### src/rtl/alu_result_writeback.sv
// Post-ALU writeback stage: captures the ALU result and flags, then steers the result
// to the register file, the PC, or a data-memory request/acknowledge transaction.
module alu_result_writeback (
    input  logic        clk,
    input  logic        rst,
    input  logic        start,
    input  logic [15:0] alu_out,
    input  logic        alu_zero,
    input  logic        alu_neg,
    input  logic        alu_carry,
    input  logic [1:0]  c_dest,
    input  logic        c_mem_write,
    input  logic [1:0]  c_cond,
    input  logic [1:0]  c_reg_src,
    input  logic [3:0]  c_wr_reg,
    input  logic [7:0]  imm8,
    input  logic [15:0] pc_in,
    input  logic [15:0] store_data,
    input  logic [15:0] mem_rdata,
    input  logic        mem_ack,
    output logic        mem_req,
    output logic        mem_we,
    output logic [15:0] mem_addr,
    output logic [15:0] mem_wdata,
    output logic        reg_we,
    output logic [3:0]  reg_waddr,
    output logic [15:0] reg_wdata,
    output logic        pc_we,
    output logic [15:0] pc_next,
    output logic [2:0]  flags,
    output logic        busy,
    output logic        done
);

    typedef enum logic [1:0] {
        IDLE,
        EXEC,
        MEM,
        LOADWB
    } state_t;

    state_t      state_q,     state_d;
    logic [15:0] aluout_q,    aluout_d;
    logic [15:0] mdr_q,       mdr_d;
    logic [2:0]  flags_q,     flags_d;
    logic [1:0]  dest_q,      dest_d;
    logic        mem_write_q, mem_write_d;
    logic [3:0]  wr_reg_q,    wr_reg_d;
    logic [15:0] store_q,     store_d;
    logic        mem_req_q,   mem_req_d;
    logic        mem_we_q,    mem_we_d;
    logic [15:0] mem_addr_q,  mem_addr_d;
    logic [15:0] mem_wdata_q, mem_wdata_d;
    logic        reg_we_q,    reg_we_d;
    logic [3:0]  reg_waddr_q, reg_waddr_d;
    logic [15:0] reg_wdata_q, reg_wdata_d;
    logic        pc_we_q,     pc_we_d;
    logic [15:0] pc_next_q,   pc_next_d;
    logic        done_q,      done_d;

    logic [15:0] src_data;
    logic        branch_taken;

    always_comb begin
        src_data = alu_out;
        unique case (c_reg_src)
            2'b00: src_data = alu_out;
            2'b01: src_data = mdr_q;
            2'b10: src_data = {imm8, 8'h00};
            2'b11: src_data = pc_in;
        endcase
    end

    always_comb begin
        branch_taken = 1'b0;
        unique case (c_cond)
            2'b00: branch_taken = alu_zero;
            2'b01: branch_taken = !alu_zero;
            2'b10: branch_taken = alu_neg;
            2'b11: branch_taken = !alu_neg;
        endcase
    end

    // EXEC strobes are registered on the IDLE->EXEC edge from the live inputs, so they
    // appear in the EXEC cycle itself; only what MEM/LOADWB need is kept in holding regs.
    always_comb begin
        state_d     = state_q;
        aluout_d    = aluout_q;
        mdr_d       = mdr_q;
        flags_d     = flags_q;
        dest_d      = dest_q;
        mem_write_d = mem_write_q;
        wr_reg_d    = wr_reg_q;
        store_d     = store_q;
        mem_req_d   = 1'b0;
        mem_we_d    = 1'b0;
        mem_addr_d  = mem_addr_q;
        mem_wdata_d = mem_wdata_q;
        reg_we_d    = 1'b0;
        reg_waddr_d = reg_waddr_q;
        reg_wdata_d = reg_wdata_q;
        pc_we_d     = 1'b0;
        pc_next_d   = pc_next_q;
        done_d      = 1'b0;

        unique case (state_q)
            IDLE: begin
                if (start) begin
                    state_d     = EXEC;
                    aluout_d    = alu_out;
                    flags_d     = {alu_carry, alu_neg, alu_zero};
                    dest_d      = c_dest;
                    mem_write_d = c_mem_write;
                    wr_reg_d    = c_wr_reg;
                    store_d     = store_data;
                    unique case (c_dest)
                        2'b00: begin
                            reg_we_d    = 1'b1;
                            reg_waddr_d = c_wr_reg;
                            reg_wdata_d = src_data;
                            done_d      = 1'b1;
                        end
                        2'b01: begin
                            pc_we_d   = 1'b1;
                            pc_next_d = alu_out;
                            done_d    = 1'b1;
                        end
                        2'b10: begin
                            if (branch_taken) begin
                                pc_we_d   = 1'b1;
                                pc_next_d = alu_out;
                            end
                            done_d = 1'b1;
                        end
                        2'b11: begin
                        end
                    endcase
                end
            end
            EXEC: begin
                if (dest_q == 2'b11) begin
                    state_d     = MEM;
                    mem_req_d   = 1'b1;
                    mem_we_d    = mem_write_q;
                    mem_addr_d  = aluout_q;
                    mem_wdata_d = store_q;
                end else begin
                    state_d = IDLE;
                end
            end
            MEM: begin
                if (mem_ack) begin
                    if (mem_we_q) begin
                        state_d = IDLE;
                    end else begin
                        state_d     = LOADWB;
                        mdr_d       = mem_rdata;
                        reg_we_d    = 1'b1;
                        reg_waddr_d = wr_reg_q;
                        reg_wdata_d = mem_rdata;
                        done_d      = 1'b1;
                    end
                end else begin
                    mem_req_d = 1'b1;
                    mem_we_d  = mem_we_q;
                end
            end
            LOADWB: begin
                state_d = IDLE;
            end
            default: begin
                state_d = IDLE;
            end
        endcase
    end

    always_ff @(posedge clk) begin
        if (rst) begin
            state_q     <= IDLE;
            aluout_q    <= '0;
            mdr_q       <= '0;
            flags_q     <= '0;
            dest_q      <= '0;
            mem_write_q <= 1'b0;
            wr_reg_q    <= '0;
            store_q     <= '0;
            mem_req_q   <= 1'b0;
            mem_we_q    <= 1'b0;
            mem_addr_q  <= '0;
            mem_wdata_q <= '0;
            reg_we_q    <= 1'b0;
            reg_waddr_q <= '0;
            reg_wdata_q <= '0;
            pc_we_q     <= 1'b0;
            pc_next_q   <= '0;
            done_q      <= 1'b0;
        end else begin
            state_q     <= state_d;
            aluout_q    <= aluout_d;
            mdr_q       <= mdr_d;
            flags_q     <= flags_d;
            dest_q      <= dest_d;
            mem_write_q <= mem_write_d;
            wr_reg_q    <= wr_reg_d;
            store_q     <= store_d;
            mem_req_q   <= mem_req_d;
            mem_we_q    <= mem_we_d;
            mem_addr_q  <= mem_addr_d;
            mem_wdata_q <= mem_wdata_d;
            reg_we_q    <= reg_we_d;
            reg_waddr_q <= reg_waddr_d;
            reg_wdata_q <= reg_wdata_d;
            pc_we_q     <= pc_we_d;
            pc_next_q   <= pc_next_d;
            done_q      <= done_d;
        end
    end

    assign mem_req   = mem_req_q;
    assign mem_we    = mem_we_q;
    assign mem_addr  = mem_addr_q;
    assign mem_wdata = mem_wdata_q;
    assign reg_we    = reg_we_q;
    assign reg_waddr = reg_waddr_q;
    assign reg_wdata = reg_wdata_q;
    assign pc_we     = pc_we_q;
    assign pc_next   = pc_next_q;
    assign flags     = flags_q;
    assign busy      = (state_q != IDLE);
    // A store completes in the very cycle its acknowledge arrives.
    assign done      = done_q | ((state_q == MEM) && mem_ack && mem_we_q);

endmodule

### config.mk
export PLATFORM = sky130hd
export DESIGN_NAME = alu_result_writeback
export DESIGN_NICKNAME = d
export VERILOG_FILES = /design/src/rtl/alu_result_writeback.sv
export SDC_FILE = /design/constraint.sdc
export NUM_CORES = 1
export LEC_CHECK = 0
export CORE_UTILIZATION = 36
export CTS_BUF_LIST = sky130_fd_sc_hd__clkbuf_8
export CTS_CLUSTER_SIZE = 25
export DETAILED_ROUTE_END_ITERATION = 12
export PLACE_DENSITY = 0.76
export SLEW_MARGIN = 30
export SYNTH_ARGS = -nofsm -noshare
export SYNTH_HDL_FRONTEND = slang
export SYNTH_SLANG_ARGS = --single-unit
### constraint.sdc
create_clock -name clk -period 1.8 [get_ports clk]
set_input_delay 0.27 -clock clk [delete_from_list [all_inputs] [get_ports clk]]
set_output_delay 0.27 -clock clk [all_outputs]
set_load 0.005 [all_outputs]
======== Word-level counts from Yosys, hierarchy flattened ========
Cells that the tools add are included.
cells by class
  bitwise gates (word level) .............. 4
  reduce and logical (&&, ||, !) cells .... 19
  equal/unequal tests ..................... 17
  multiplexer cells ....................... 35
operators with widths
  operator            count
  $mux 16             5
  $pmux 16 s2         2
  $pmux 16 s4         1
  $eq 2x2->1 const B  8
  $mux 4              4
  $mux 1              11
  $pmux 1 s2          5
  $eq 2x1->1 const B  4
  $logic_not 2->1     4
  $mux 2              4
  $ne 2x2->1 const B  4
  $pmux 2 s4          1
  $pmux 4 s2          1
  $reduce_and 2->1    3
  $reduce_bool 2->1   3
  $reduce_or 3->1     2
  $reduce_and 5->1    1
  $pmux 1 s4          1
  $reduce_and 4->1    1
  $not 1->1           3
  $reduce_and 3->1    1
  $logic_and 1x1->1   2
  $logic_not 1->1     2
  $ne 2x1->1 const B  1
  $or 1x1->1          1
storage, ports and cells
  logic and storage cells ................. 93
  flip-flop bits (word level) ............. 133
  input bits .............................. 90

======== Longest topological paths before layout ========
  depth in word-level cells ............... 5
  gate-level depth with buffers ........... 8

======== Worst setup path after synthesis ========
Ideal clock, no wire load.
  path kind ............................... reg-to-reg
  start point ............................. register state_q[0]
  end point ............................... register pc_next_q[10], in the netlist pc_next[10]
  stages on the path, launching flop included .. 9
  path slack .............................. 0.086 ns
  setup time .............................. 0.072 ns
  data arrival time ....................... 1.643 ns
  cells stage by stage .................... dfxtp_1 > inv_1 > ha_1 > buf_4 > nand2_1 > nor3b_2 > a31oi_4 > buf_12 > mux2i_1
on the way
  longest elaborated chain between the ends .. 2
ends and longest elaborated chain
  item                        RTL line  RTL
  start, declared             42        state_t state_q, state_d;
  start signal, assigned      198       state_q <= state_d;
  $logic_not 2->1             106       unique case (state_q)
  $reduce_and 4->1 (no line)  --
  end signal, assigned        214       pc_next_q <= pc_next_d;
  end, declared               58        logic [15:0] pc_next_q, pc_next_d;
No other way between the ends.
A chain may end at the register's enable or synchronous reset.

======== Final worst setup path ========
  start point ............................. register state_q[1]
  end point ............................... output busy
on the way
  longest elaborated chain between the ends .. 1
ends and longest elaborated chain
  item               RTL line  RTL
  $reduce_bool 2->1  229       assign busy = (state_q != IDLE);
  end, declared      31        output logic busy,
No other way between the ends.

==> flow_metrics.tcl <==
set metrics [dict create \
    cts_root_buf "clkbuf_8" \
    min_period_over_period 0.959 \
    ys_warn_count 0 \
    fmax_mhz 580 \
    dp_hpwl_mm 11.5 \
    rows 45 \
    synth_nets 748 \
    ys_types 41 \
    wire_per_inst_um 15.7 \
    cts-buffers-inserted 17 \
    arrival_ns 1.46 \
    place_congestion 0.842 \
    syn-mean-instance-area_um2 8.53 \
    run_status "completed" \
    skew_ns 0.00639 \
    finalSetupViolations 0 \
    synthTopCellsByCount "nand2_1 (191), dfxtp_1 (133), a21oi_1 (103)" \
    startpoint_type "flip-flop" \
    antenna_found_initial 0 \
    setup_slack_ns 0.0745 \
    multi_input_comb_area_mm2 0.00264 \
    drv_cap 0 \
    drt-initial-drc-count 334 \
    grt_use_total 0.211 \
    synthFlopType "dfxtp_1" \
    worst_ep_required_time_ns 1.53 \
    finalMaxSlewViolations 0 \
    drt_pass1_iterations 4 \
    endpoint_kind "primary output" \
    ys_ff_latch 133 \
    hold_buffers 0 \
    drc_errors 0 \
    hp-class "primary input to flip-flop" \
    yosysMostFrequentCell "nand2_1" \
    crit_type "flip-flop to primary output" \
    vias 5080 \
    ir_drop_uv 442 \
    die_y_um 126 \
    antenna_left 0 \
    grt_pass1_wl_mm 26.0 \
    cts_buffer_depth 2 \
    htreeDepth 4 \
    path_max_fanout 6 \
    relSlewSlack 0.607 \
    syn_area_mm2 0.00555 \
    grt-ovfl-total 0 \
    finalNetCount 928 \
    synth-edff-count 0 \
    seqCellArea_mm2 0.00267 \
    cts_sinks 133 \
    pre_cts_slack_ns -0.238 \
    fill_cells 1373 \
    rsz0062_at_grt "no" \
    yosysSeqAreaShare 0.480 \
    viasPerCell 4.92 \
    tritoncts "done" \
    wirelength_mm 16.2 \
    netlist_instances 651 \
    grt_pass1_vias 4926 \
    core-area_mm2 0.0151 \
    synthArstFlopShare 0 \
    diodes 0 \
    drive_gt1_frac 0.123 \
    insertion_delay_ns 0.44 \
    clkTransAtPathRegs_ns 0.07 \
    setup_tns_ns 0 \
    die_w_um 126 \
    p_leak_nw 3.07 \
    synth_top_area_cell "dfxtp_1" \
    die_area_mm2 0.0159 \
    finalHoldViolCount 0 \
    fin_crit_ns 1.73 \
    start_util 0.367 \
    synthToLayoutAreaGrowth_pct 45.9 \
    worst_pin_slew_ns 0.587 \
    numPortBuffers 166 \
    grt_start_max_net_pins 61 \
    yosysTopAreaCellShare 0.480 \
    io_pins 167 \
    synth_top_cells_by_area "dfxtp_1 (48%), nand2_1 (13%), a21oi_1 (9.3%)" \
    p_per_area_mw_per_mm2 866 \
]
routing by layer:
metal  track usage  vias up  wire length (um)
li1              -     2543                 -
met1         0.272     2359              7230
met2         0.340      157              7790
met3        0.0489       21               871
met4        0.0858        0               284
met5             0        -                 0
registers in the layout (all words and copies together), names as in the netlist, 2 cells and up:
signal / cells
aluout_q: 16
dest_q: 2
flags: 3
mdr_q: 16
mem_addr: 16
mem_wdata: 16
pc_next: 16
reg_waddr: 4
reg_wdata: 16
state_q: 2
store_q: 16
wr_reg_q: 4
report_power, final:
part / internal [W] / switching [W] / total, W
sequential: 0.00306 / 0.0000640 / 0.00312
clock: 0.00176 / 0.00118 / 0.00293
combinational: 0.000524 / 0.000433 / 0.000958
total: 0.00534 / 0.00167 / 0.00701
cell type report:
cell class,instances,share of cell area
clock buffers,20,0.0340
clock inverters,12,0.0247
inverters,15,0.00695
flip-flops and latches,133,0.329
repair buffers,208,0.251
well taps,188,0.0290
multi-input cells,456,0.325
critical path, stage by stage, from the launching register on:
cell	delay, ns
dfxtp_4	0.36
inv_1	0.12
ha_4	0.18
inv_1	0.08
dlygate4sd2_1	0.28
metrics by stage:
stage,hold slack [ns],total power (W),cell area (um2),instances,util
3_5_place_dp,0.443,0.00414,7580,998,0.501
5_1_grt,0.213,0.00731,8100,1032,0.535
2_1_floorplan,0.406,0.00361,5550,651,-
6_report,0.231,0.00701,8100,1032,0.535
4_1_cts,0.188,0.00709,8090,1030,0.534
3_3_place_gp,0.437,0.00412,7580,998,0.501
cell usage in the layout, fill, tap and decap left out, types with 4 or more instances in the layout:
master             n
dfxtp_1          131
bufinv_16          5
nor2_1            28
a32oi_1            8
clkdlybuf4s50_1  163
o21ai_0            9
a211oi_1          11
nand2_1          190
inv_1             14
mux2i_1           21
mux4_2             4
buf_4             38
clkbuf_8          20
a21oi_1          103
mux4_1             4
buf_12             5
mux2_2             7
a221o_1            8
nand2b_1          35
ha_1               5
repair_timing:
action	4_1_cts	5_1_grt
resized for setup	10	3
endpoints found under the setup margin	11	5
pin swaps	1	1
buffers inserted	0	2
cells by family after synthesis:
kind of cell    after synthesis  synth area share
mux                          37            0.0899
buf+inv                      62            0.0512
fa+ha+maj                     7            0.0158
flops                       133             0.480
xor+xnor                      1           0.00158
simple gates                265             0.203
compound gates              146             0.159
final timing paths:
check        slack, ns                     start  cells past startpoint                        end
max               0.07   state_q[1]$_SDFFE_PP0P_                      4                       busy
min               0.23                       rst                      2  mem_addr[13]$_SDFFE_PP0P_
max reg2reg       0.16   state_q[0]$_SDFFE_PP0P_                      7    state_q[1]$_SDFFE_PP0P_
min reg2reg       0.45  aluout_q[7]$_SDFFE_PP0P_                      2   mem_addr[7]$_SDFFE_PP0P_
Power figures use the tool's default switching activity.
